`src/rtl/mips_trace_pkg.sv`:
```
// mips_trace_pkg: class codes, MIPS opcode/funct constants, mode/state encodings,
// the trace entry layout and the instruction classifier shared by the trace buffer.
package mips_trace_pkg;

    localparam logic [3:0] CLS_EMPTY = 4'd0, CLS_NOP = 4'd1, CLS_ADD = 4'd2, CLS_SUB = 4'd3,
                           CLS_AND = 4'd4, CLS_OR = 4'd5, CLS_SLT = 4'd6, CLS_SRL = 4'd7,
                           CLS_LW = 4'd8, CLS_SW = 4'd9, CLS_BEQ = 4'd10, CLS_J = 4'd11,
                           CLS_ADDIU = 4'd12, CLS_OTHER = 4'd13;

    localparam logic [5:0] OP_RTYPE = 6'd0, OP_LW = 6'd35, OP_SW = 6'd43, OP_BEQ = 6'd4,
                           OP_J = 6'd2, OP_ADDIU = 6'd9;

    localparam logic [5:0] FN_ADD = 6'd32, FN_SUB = 6'd34, FN_AND = 6'd36, FN_OR = 6'd37,
                           FN_SLT = 6'd42, FN_SRL = 6'd2;

    typedef enum logic [1:0] {MODE_WRAP, MODE_FILL, MODE_TRIG, MODE_RSVD} mode_e;
    typedef enum logic [1:0] {ST_IDLE, ST_ARMED, ST_CAPTURE, ST_DONE} state_e;

    typedef struct packed {
        logic [31:0] pc;
        logic [31:0] instr;
        logic [31:0] wd;
        logic [3:0]  cls;
    } entry_t;

    function automatic logic [3:0] classify(input logic [31:0] instr);
        if (instr == '0) return CLS_NOP;
        if (instr[31:26] == OP_RTYPE)
            case (instr[5:0])
                FN_ADD:  return CLS_ADD;
                FN_SUB:  return CLS_SUB;
                FN_AND:  return CLS_AND;
                FN_OR:   return CLS_OR;
                FN_SLT:  return CLS_SLT;
                FN_SRL:  return CLS_SRL;
                default: return CLS_OTHER;
            endcase
        case (instr[31:26])
            OP_LW:    return CLS_LW;
            OP_SW:    return CLS_SW;
            OP_BEQ:   return CLS_BEQ;
            OP_J:     return CLS_J;
            OP_ADDIU: return CLS_ADDIU;
            default:  return CLS_OTHER;
        endcase
    endfunction

endpackage

```
`src/rtl/mips_trace_buffer_ring.sv`:
```
// trace_ring: DEPTH-entry circular trace store with head/tail/count.
// Ports: clr_i empties the ring, push_i writes wr_i at the tail, pop_i pops the head
// (ignored when empty), wrap_i lets a push into a full ring overwrite the oldest entry.
// head_o is the head entry (zero when empty); drop_o flags an overwrite, fill_o a write
// that makes the ring full.
module trace_ring
    import mips_trace_pkg::*;
#(
    parameter int DEPTH = 16
) (
    input  logic   clk,
    input  logic   rst,
    input  logic   clr_i,
    input  logic   push_i,
    input  logic   pop_i,
    input  logic   wrap_i,
    input  entry_t wr_i,
    output entry_t head_o,
    output logic   full_o,
    output logic   empty_o,
    output logic   drop_o,
    output logic   fill_o
);
    localparam int AW = $clog2(DEPTH);
    entry_t mem_q [DEPTH];
    logic [AW-1:0] head_q, tail_q;
    logic [AW:0] cnt_q;
    logic do_pop, do_push;
    assign empty_o = cnt_q == '0;
    assign full_o  = cnt_q == (AW+1)'(DEPTH);
    assign do_pop  = pop_i && !empty_o;
    // A full ring accepts a push only if it pops in the same cycle or may overwrite.
    assign drop_o  = push_i && full_o && !do_pop && wrap_i;
    assign do_push = push_i && (!full_o || do_pop || wrap_i);
    assign fill_o  = do_push && !do_pop && cnt_q == (AW+1)'(DEPTH - 1);
    assign head_o  = empty_o ? '0 : mem_q[head_q];
    always_ff @(posedge clk)
        if (do_push) mem_q[tail_q] <= wr_i;
    always_ff @(posedge clk or posedge rst)
        if (rst) begin
            head_q <= '0;
            tail_q <= '0;
            cnt_q  <= '0;
        end else if (clr_i) begin
            head_q <= '0;
            tail_q <= '0;
            cnt_q  <= '0;
        end else begin
            if (do_push) tail_q <= tail_q + AW'(1);
            if (do_pop || drop_o) head_q <= head_q + AW'(1);
            if (do_push && !do_pop && !drop_o) cnt_q <= cnt_q + (AW+1)'(1);
            else if (do_pop && !do_push) cnt_q <= cnt_q - (AW+1)'(1);
        end
endmodule

```
`src/rtl/mips_trace_buffer.sv`:
```
// mips_trace_buffer: writeback-stage instruction trace capture with WRAP/FILL/TRIG modes.
// Ports: cap_* retiring instruction tap; cfg_* capture config latched on arm; arm/stop
// session pulses; rd_* valid/ready head-entry read port; full/empty ring status;
// state FSM state; cnt_cap/cnt_drop saturating capture and overwrite counters.
module mips_trace_buffer
    import mips_trace_pkg::*;
#(
    parameter int DEPTH = 16,
    parameter int CNT_W = 16
) (
    input  logic             clk,
    input  logic             rst,
    input  logic             cap_valid,
    input  logic [31:0]      cap_pc,
    input  logic [31:0]      cap_instr,
    input  logic [31:0]      cap_wd,
    input  logic [1:0]       cfg_mode,
    input  logic             cfg_skip_nop,
    input  logic [31:0]      cfg_trig_pc,
    input  logic             arm,
    input  logic             stop,
    input  logic             rd_ready,
    output logic             rd_valid,
    output logic [31:0]      rd_pc,
    output logic [31:0]      rd_instr,
    output logic [31:0]      rd_wd,
    output logic [3:0]       rd_class,
    output logic             full,
    output logic             empty,
    output logic [1:0]       state,
    output logic [CNT_W-1:0] cnt_cap,
    output logic [CNT_W-1:0] cnt_drop
);
    state_e state_q;
    mode_e mode_q;
    logic skip_q;
    logic [31:0] trig_q;
    logic [CNT_W-1:0] cnt_cap_q, cnt_cap_d, cnt_drop_q, cnt_drop_d;
    entry_t wr, head;
    logic trig_hit, qual, drop, fill;
    assign wr = {cap_pc, cap_instr, cap_wd, classify(cap_instr)};
    assign trig_hit = cap_valid && state_q == ST_ARMED && cap_pc == trig_q;
    // The triggering instruction is captured in the same cycle it moves ARMED to CAPTURE;
    // anything retiring in the arm cycle is discarded.
    assign qual = !arm && cap_valid && (state_q == ST_CAPTURE || trig_hit) &&
                  !(skip_q && wr.cls == CLS_NOP);
    trace_ring #(.DEPTH(DEPTH)) u_ring (
        .clk     (clk),
        .rst     (rst),
        .clr_i   (arm),
        .push_i  (qual),
        .pop_i   (rd_ready),
        .wrap_i  (mode_q == MODE_WRAP),
        .wr_i    (wr),
        .head_o  (head),
        .full_o  (full),
        .empty_o (empty),
        .drop_o  (drop),
        .fill_o  (fill)
    );
    always_ff @(posedge clk or posedge rst)
        if (rst) begin
            state_q <= ST_IDLE;
            mode_q  <= MODE_WRAP;
            skip_q  <= 1'b0;
            trig_q  <= '0;
        end else if (arm) begin
            state_q <= cfg_mode == MODE_TRIG ? ST_ARMED : ST_CAPTURE;
            mode_q  <= mode_e'(cfg_mode);
            skip_q  <= cfg_skip_nop;
            trig_q  <= cfg_trig_pc;
        end else if (stop && (state_q == ST_ARMED || state_q == ST_CAPTURE))
            state_q <= ST_DONE;
        else if (trig_hit)
            state_q <= ST_CAPTURE;
        else if (state_q == ST_CAPTURE && mode_q != MODE_WRAP && fill)
            state_q <= ST_DONE;
    always_comb begin
        cnt_cap_d  = arm ? '0 : cnt_cap_q + CNT_W'(qual && ~&cnt_cap_q);
        cnt_drop_d = arm ? '0 : cnt_drop_q + CNT_W'(drop && ~&cnt_drop_q);
    end
    always_ff @(posedge clk or posedge rst)
        if (rst) begin
            cnt_cap_q  <= '0;
            cnt_drop_q <= '0;
        end else begin
            cnt_cap_q  <= cnt_cap_d;
            cnt_drop_q <= cnt_drop_d;
        end
    assign rd_valid = !empty;
    assign rd_pc    = head.pc;
    assign rd_instr = head.instr;
    assign rd_wd    = head.wd;
    assign rd_class = head.cls;
    assign state    = state_q;
    assign cnt_cap  = cnt_cap_q;
    assign cnt_drop = cnt_drop_q;
endmodule

```
`config.mk`:
```
export PLATFORM = sky130hd
export DESIGN_NAME = mips_trace_buffer
export DESIGN_NICKNAME = d
export VERILOG_FILES = /design/src/rtl/mips_trace_pkg.sv /design/src/rtl/mips_trace_buffer_ring.sv /design/src/rtl/mips_trace_buffer.sv
export SDC_FILE = /design/constraint.sdc
export NUM_CORES = 1
export LEC_CHECK = 0
export CORE_UTILIZATION = 54
export CTS_CLUSTER_SIZE = 24
export DETAILED_ROUTE_END_ITERATION = 8
export HOLD_SLACK_MARGIN = 0.08
export PLACE_DENSITY_LB_ADDON = 0.25
export SETUP_SLACK_MARGIN = 0.3
export SYNTH_ARGS = -nofsm -noshare
export SYNTH_HDL_FRONTEND = slang
export SYNTH_SLANG_ARGS = --single-unit
export TNS_END_PERCENT = 50
```
`constraint.sdc`:
```
create_clock -name clk -period 11.6 [get_ports clk]
set_input_delay 1.74 -clock clk [delete_from_list [all_inputs] [get_ports clk]]
set_output_delay 1.74 -clock clk [all_outputs]
set_load 0.1 [all_outputs]
```
# Word-level counts from Yosys, hierarchy flattened
# Memories as Yosys holds them, arrays and structs flattened.
# Index checks and enable logic that the tools add are counted.
# classes
add_sub_neg	6
reduce_logical	45
eq_ne	18
n_mux	26
# op_table
op	count
$mux W100	1
$eq A6 B6 Y1 const B	7
$add A16 B1 Y16	2
$eq A32 B32 Y1	1
$logic_not A32 Y1	1
$mux W16	2
$mux W4	8
$reduce_and A16 Y1	2
$pmux W4 S6	1
$logic_and A1 B1 Y1	20
$mux W5	3
$pmux W3 S5	1
$eq A6 B2 Y1 const B	2
$mux W2	5
$logic_not A1 Y1	9
$add A4 B1 Y4 const B	2
$eq A6 B3 Y1 const B	1
$eq A6 B4 Y1 const B	1
$logic_not A6 Y1	1
$reduce_bool A2 Y1	3
$add A5 B1 Y5 const B	1
$eq A5 B4 Y1 const B	1
$eq A5 B5 Y1 const B	1
$logic_not A5 Y1	1
9 further kinds	18
# totals
in_bits	137
mem_count	1
ramBits	1600
elab_cells	105
output_inout_bits	137
reg_bits	82
# mem_list
memory	words	width	rd	rd_clocked_by_memory_dff	write_ports	line_no	text
u_ring.mem_q	16	100	1	0	1	mips_trace_buffer_ring.sv:25	entry_t mem_q [DEPTH];

# Logic depth before layout (Yosys ltp)
# logic_depth
word_depth	17
ltp_mapped	14
mapped_depth_nobuf	14

# Modules after synthesis
# From an unflattened synthesis, not the netlist that was laid out.
# hier_totals
cells_unflattened	3142
area_unflattened_um2	66298.6
# modules_own_cells
module	n_inst	cells_each	seq_area_each_um2	area_per_inst_um2
trace_ring	1	2810	48371.4	62625.1
mips_trace_buffer	1	332	1726.7	3673.5

# Least setup slack after synthesis
# OpenSTA, ideal clock, no wires.
# synth_path
path_kind	input-to-reg
startpoint	input port cap_instr[3]
endpoint	memory u_ring.mem_q[3][0] (netlist name) (enable)
stages	7
path_buffers	1
arrival_time_ps	12581
setup_slack_ps	-1785
setup_ps	804
required_time_ps	10796
cell_sequence	a21boi_1 > or4b_4 > and3_4 > a21oi_2 > nand3b_1 > buf_2 > nor4_1
# synth_between
elab_chain_cells	12
elab_cells_between_ends	19
classes_between	eq/ne: 7; mux: 7; reduce/logical: 5
# synth_rtl
item	line_no	text
start, declared	mips_trace_buffer.sv:15	input logic [31:0] cap_instr,
$eq A6 B2 Y1 or $eq A6 B6 Y1 (tied branches)	mips_trace_pkg.sv:29	case (instr[5:0])
$pmux W4 S6	mips_trace_pkg.sv:29	
$mux W4	mips_trace_pkg.sv:28	if (instr[31:26] == OP_RTYPE)
$mux W4	mips_trace_pkg.sv:38	case (instr[31:26])
$mux W4 *	mips_trace_pkg.sv:28	
$eq A4 B1 Y1 *	mips_trace_buffer.sv:46	!(skip_q && wr.cls == CLS_NOP);
$logic_and A1 B1 Y1 *	mips_trace_buffer.sv:46	
$logic_not A1 Y1 *	mips_trace_buffer.sv:46	
$logic_and A1 B1 Y1 *	mips_trace_buffer.sv:45	assign qual = !arm && cap_valid && (state_q == ST_CAPTURE || trig_hit) &&
$logic_and A1 B1 Y1 *	mips_trace_buffer_ring.sv:34	assign do_push = push_i && (!full_o || do_pop || wrap_i);
$mux W1 *	mips_trace_buffer_ring.sv:38	if (do_push) mem_q[tail_q] <= wr_i;
$mux W1 (implied by the code) *	mips_trace_buffer_ring.sv:38	
end, declared	mips_trace_buffer_ring.sv:25	
# Mark *: on every way between the ends. The rest lies on a longest branch, timed or not.

# Worst setup path in the final report
# layout_path
startpoint	register u_ring.head_q[0]
endpoint	output port rd_instr[2]
# layout_between
elab_chain_cells	2
# layout_rtl
item	line_no	text
start, declared	mips_trace_buffer_ring.sv:26	logic [AW-1:0] head_q, tail_q;
start signal, assigned	mips_trace_buffer_ring.sv:50	if (do_pop || drop_o) head_q <= head_q + AW'(1);
$mem_v2 Z16 W100	-	
$mux W100	mips_trace_buffer_ring.sv:36	assign head_o = empty_o ? '0 : mem_q[head_q];
end, declared	mips_trace_buffer.sv:25	output logic [31:0] rd_instr,
# Every way passes these cells.

==> reports/metrics.csv <==
metric,value,unit
cts_resized,0,
die_width,349.5,um
critical_path_class,reg2out,
grt_overflow,0,
p_sw_share,32.21,%
ys_async_sr_fraction,4.875,%
finalSetupTns,0,ns
cts_tree,built,
gp_congestion,0.8019,
io_buffers,273,
wire_per_inst,29.59,um
viasPerCell,6.207,
htreeDepth,4,
clock_power_share,31.5,%
cts.path.max_buffers,3,
ctsHoldBuffers,0,
cts.clk_slew.worst_paths,0.06,ns
start_util,54.42,%
cp-start-kind,flip-flop,
drive_above_1_share,25.90,%
grt_pass1_wl,214200,um
drc,0,
antenna_found_initial,14,
critical_path_required,9.86,ns
post_cts_buffers,0,
syn_nets,2939,
maxSlewViolCount,0,
ys_types,60,
clk-insertion-delay-late,0.77,ns
final_nets,3294,
grt_use_total,24.27,%
crit_path_end_kind,output port,
cpMostUsedCell,mux4_2,
yosysWarnings,0,
rows,127,
period_needed,7.336,ns
fillCellCount,7916,
numCtsBuffers,165,
ctsRootBufferMaster,clkbuf_16,
netSwitchingPower,5.294,mW
setup-violations-final,0,
cts_sinks,1682,
min_from,trig_q[24],
stdcell_count,4892,
ys_ff_latch,1682,
ir_drop,0.2948,mV
vias,30366,
min-delay-path-class,reg2reg,
drt_iter0_drc,3483,
fmax,136.3,MHz
p_leak,23.17,nW
die_area,122100,um2
wl,144800,um
worstSetupStartpoint,u_ring.head_q[0],
area_growth,15.21,%
grt_pass1_vias,31892,
yosysSeqAreaShare,76.83,%
post-place-cells,4587,
dp_hpwl,78680,um
worst_slew_pin_slew,1.213,ns
coreArea,119800,um2
synth_flop_cell,edfxtp_1,
drv_cap,0,
sequentialPowerShare,41.2,%
critPathMaxFanout,110,
relSlewSlack,19.11,%
postRouteAntennaNets,0,
synth_enable_flop_cells,1600,
powerDensity,218.8,nW/um2
cp_slowest_stage_delay,1.00,ns
holdWs,0.5323,ns
rsz0062_at_grt,false,
grt_max_degree,149,
synth_cells,2787,
cp_slowest_cell,clkdlybuf4s50_1,
finalInstanceArea,75120,um2
cp.arrival,5.60,ns
r2r_start,trig_q[31],
dieHeight,349.5,um
drt_first_pass_iters,5,
crit_path_cell_trace,"buf_4, buf_12, mux4_2, mux4_2, and2_1, clkdlybuf4s50_1",
p_comb_share,27.3,%
finalCritPeriodShare,63.24,%
fin_util,62.70,%
final-hold-violation-count,0,
avgSynthCellArea,23.40,um2
status,"finished, final reports clean",
fin_worst_skew,0.04148,ns
netlist_area,65200,um2
p_int,11.14,mW
boundaryPins,274,
dpl_cell_area,69850,um2
per-layer routing:
| layer | part of all wire, % | routed length (um) | vias up | track usage (%) |
|---|---|---|---|---|
| li1 | - | - | 12511 | - |
| met1 | 41 | 58730 | 16303 | 34.58 |
| met2 | 50 | 71700 | 1361 | 39.14 |
| met4 | 1.7 | 2531 | 16 | 5.979 |
| met5 | 0.073 | 105 | - | 0 |
| met3 | 8.1 | 11690 | 175 | 4.800 |
state kept, by name (all words and copies together) (netlist names):
name and count:
u_ring.mem_q 1600, trig_q 32, cnt_cap 16, cnt_drop 16, u_ring.cnt_q 5, u_ring.head_q 4, u_ring.tail_q 4, mode_q 2
state 2, skip_q 1
cells in the final DEF, fill, tap and decap left out, types with 4 or more instances in the layout:
cell type / instances
a21o_1: 5
a21oi_1: 16
and2_1: 104
and2_4: 7
and4_1: 4
buf_12: 5
buf_4: 45
bufinv_16: 12
clkbuf_1: 38
clkbuf_16: 172
clkdlybuf4s50_1: 272
clkinv_1: 39
clkinv_2: 28
clkinvlp_4: 4
dfrtp_1: 78
dfrtp_4: 4
edfxtp_1: 1600
ha_1: 14
inv_1: 13
inv_6: 5
mux2_2: 36
mux2i_1: 4
mux4_2: 500
nand2_1: 27
nand3_1: 18
nand4_1: 11
nor2_1: 51
nor2_4: 4
nor2b_1: 6
nor3_1: 6
nor4_1: 19
o21ai_0: 8
or3_1: 4
xnor2_1: 10
xor2_1: 52
stage by stage:
stage	power, mW	setup WS [ns]
3_3_place_gp	11.40	4.109
6_report	16.43	4.264
2_1_floorplan	10.28	-1.785
5_1_grt	16.94	3.855
3_5_place_dp	11.43	3.786
4_1_cts	16.58	4.036
synth_stat cells, types with 3 or more instances:
master | number | area share, %
mux2_2 | 36 | 0.62
a31oi_1 | 3 | 0.029
nor2_1 | 55 | 0.32
nand3_1 | 18 | 0.14
nor4_1 | 21 | 0.20
nor3b_1 | 3 | 0.035
clkbuf_1 | 81 | 0.47
dfrtp_1 | 82 | 3.1
and2_1 | 111 | 1.1
mux2i_1 | 4 | 0.061
xnor2_1 | 10 | 0.13
or3_1 | 4 | 0.038
nand3b_1 | 3 | 0.035
xor2_1 | 52 | 0.70
mux4_2 | 500 | 17
o21ai_0 | 8 | 0.061
buf_2 | 38 | 0.29
edfxtp_1 | 1600 | 74
a21oi_1 | 16 | 0.12
ha_1 | 14 | 0.27
nor2b_1 | 6 | 0.058
nand4_1 | 11 | 0.11
inv_1 | 14 | 0.081
nand2_1 | 27 | 0.16
and4_1 | 4 | 0.054
a21o_1 | 5 | 0.058
nor3_1 | 9 | 0.069
buf_6 | 6 | 0.10
buf_1 | 7 | 0.040
layout make-up:
| class | count | area [um2] | share of cell area, % |
|---|---|---|---|
| Antenna cell | 2 | 5.005 | 0.006663 |
| Timing Repair Buffer | 323 | 3166 | 4.214 |
| Sequential cell | 1682 | 50110 | 66.71 |
| Inverter | 14 | 53.80 | 0.07162 |
| Tap cell | 1612 | 2017 | 2.685 |
| Clock buffer | 211 | 4461 | 5.938 |
| Clock inverter | 92 | 803.3 | 1.069 |
| Multi-Input combinational cell | 956 | 14500 | 19.30 |
critical path, delay by kind of cell (launching register included):
family / cells / cell delay (ns)
buffers and inverters: 3 / 2.41
and+or+nand+nor: 1 / 0.18
DFF: 1 / 0.96
muxes: 2 / 1.13
cell families after synthesis:
kind of cell | after synthesis | synth area share [%]
adders and majority gates | 15 | 0.2994
AOI/OAI and AO/OA | 49 | 0.5009
xor gates and xnor gates | 62 | 0.8328
DFF | 1682 | 76.83
buffers and inverters | 149 | 1.048
and+or+nand+nor | 289 | 2.514
muxes | 541 | 17.97
power groups by stage:
stage,sequential [mW],clock [mW],combinational (mW)
4_1_cts,6.77,5.26,4.55
6_report,6.77,5.18,4.49
3_5_place_dp,6.90,0,4.54
3_3_place_gp,6.89,0,4.51
5_1_grt,6.78,5.49,4.68
2_1_floorplan,6.84,0,3.43
final timing paths:
kind                       cells after the start  slack [ns]                   end
setup / recovery                               6        4.26           rd_instr[2]
hold / removal                                 1        0.53            trig_q[24]
setup reg to reg                               9        6.20  u_ring.mem_q[11][46]
hold reg to reg                                1        0.53            trig_q[24]
max in group asynchronous                      3        9.14      u_ring.head_q[1]
min in group asynchronous                      3        1.62           cnt_drop[0]
Note: power is estimated with default switching activity, not from simulation.
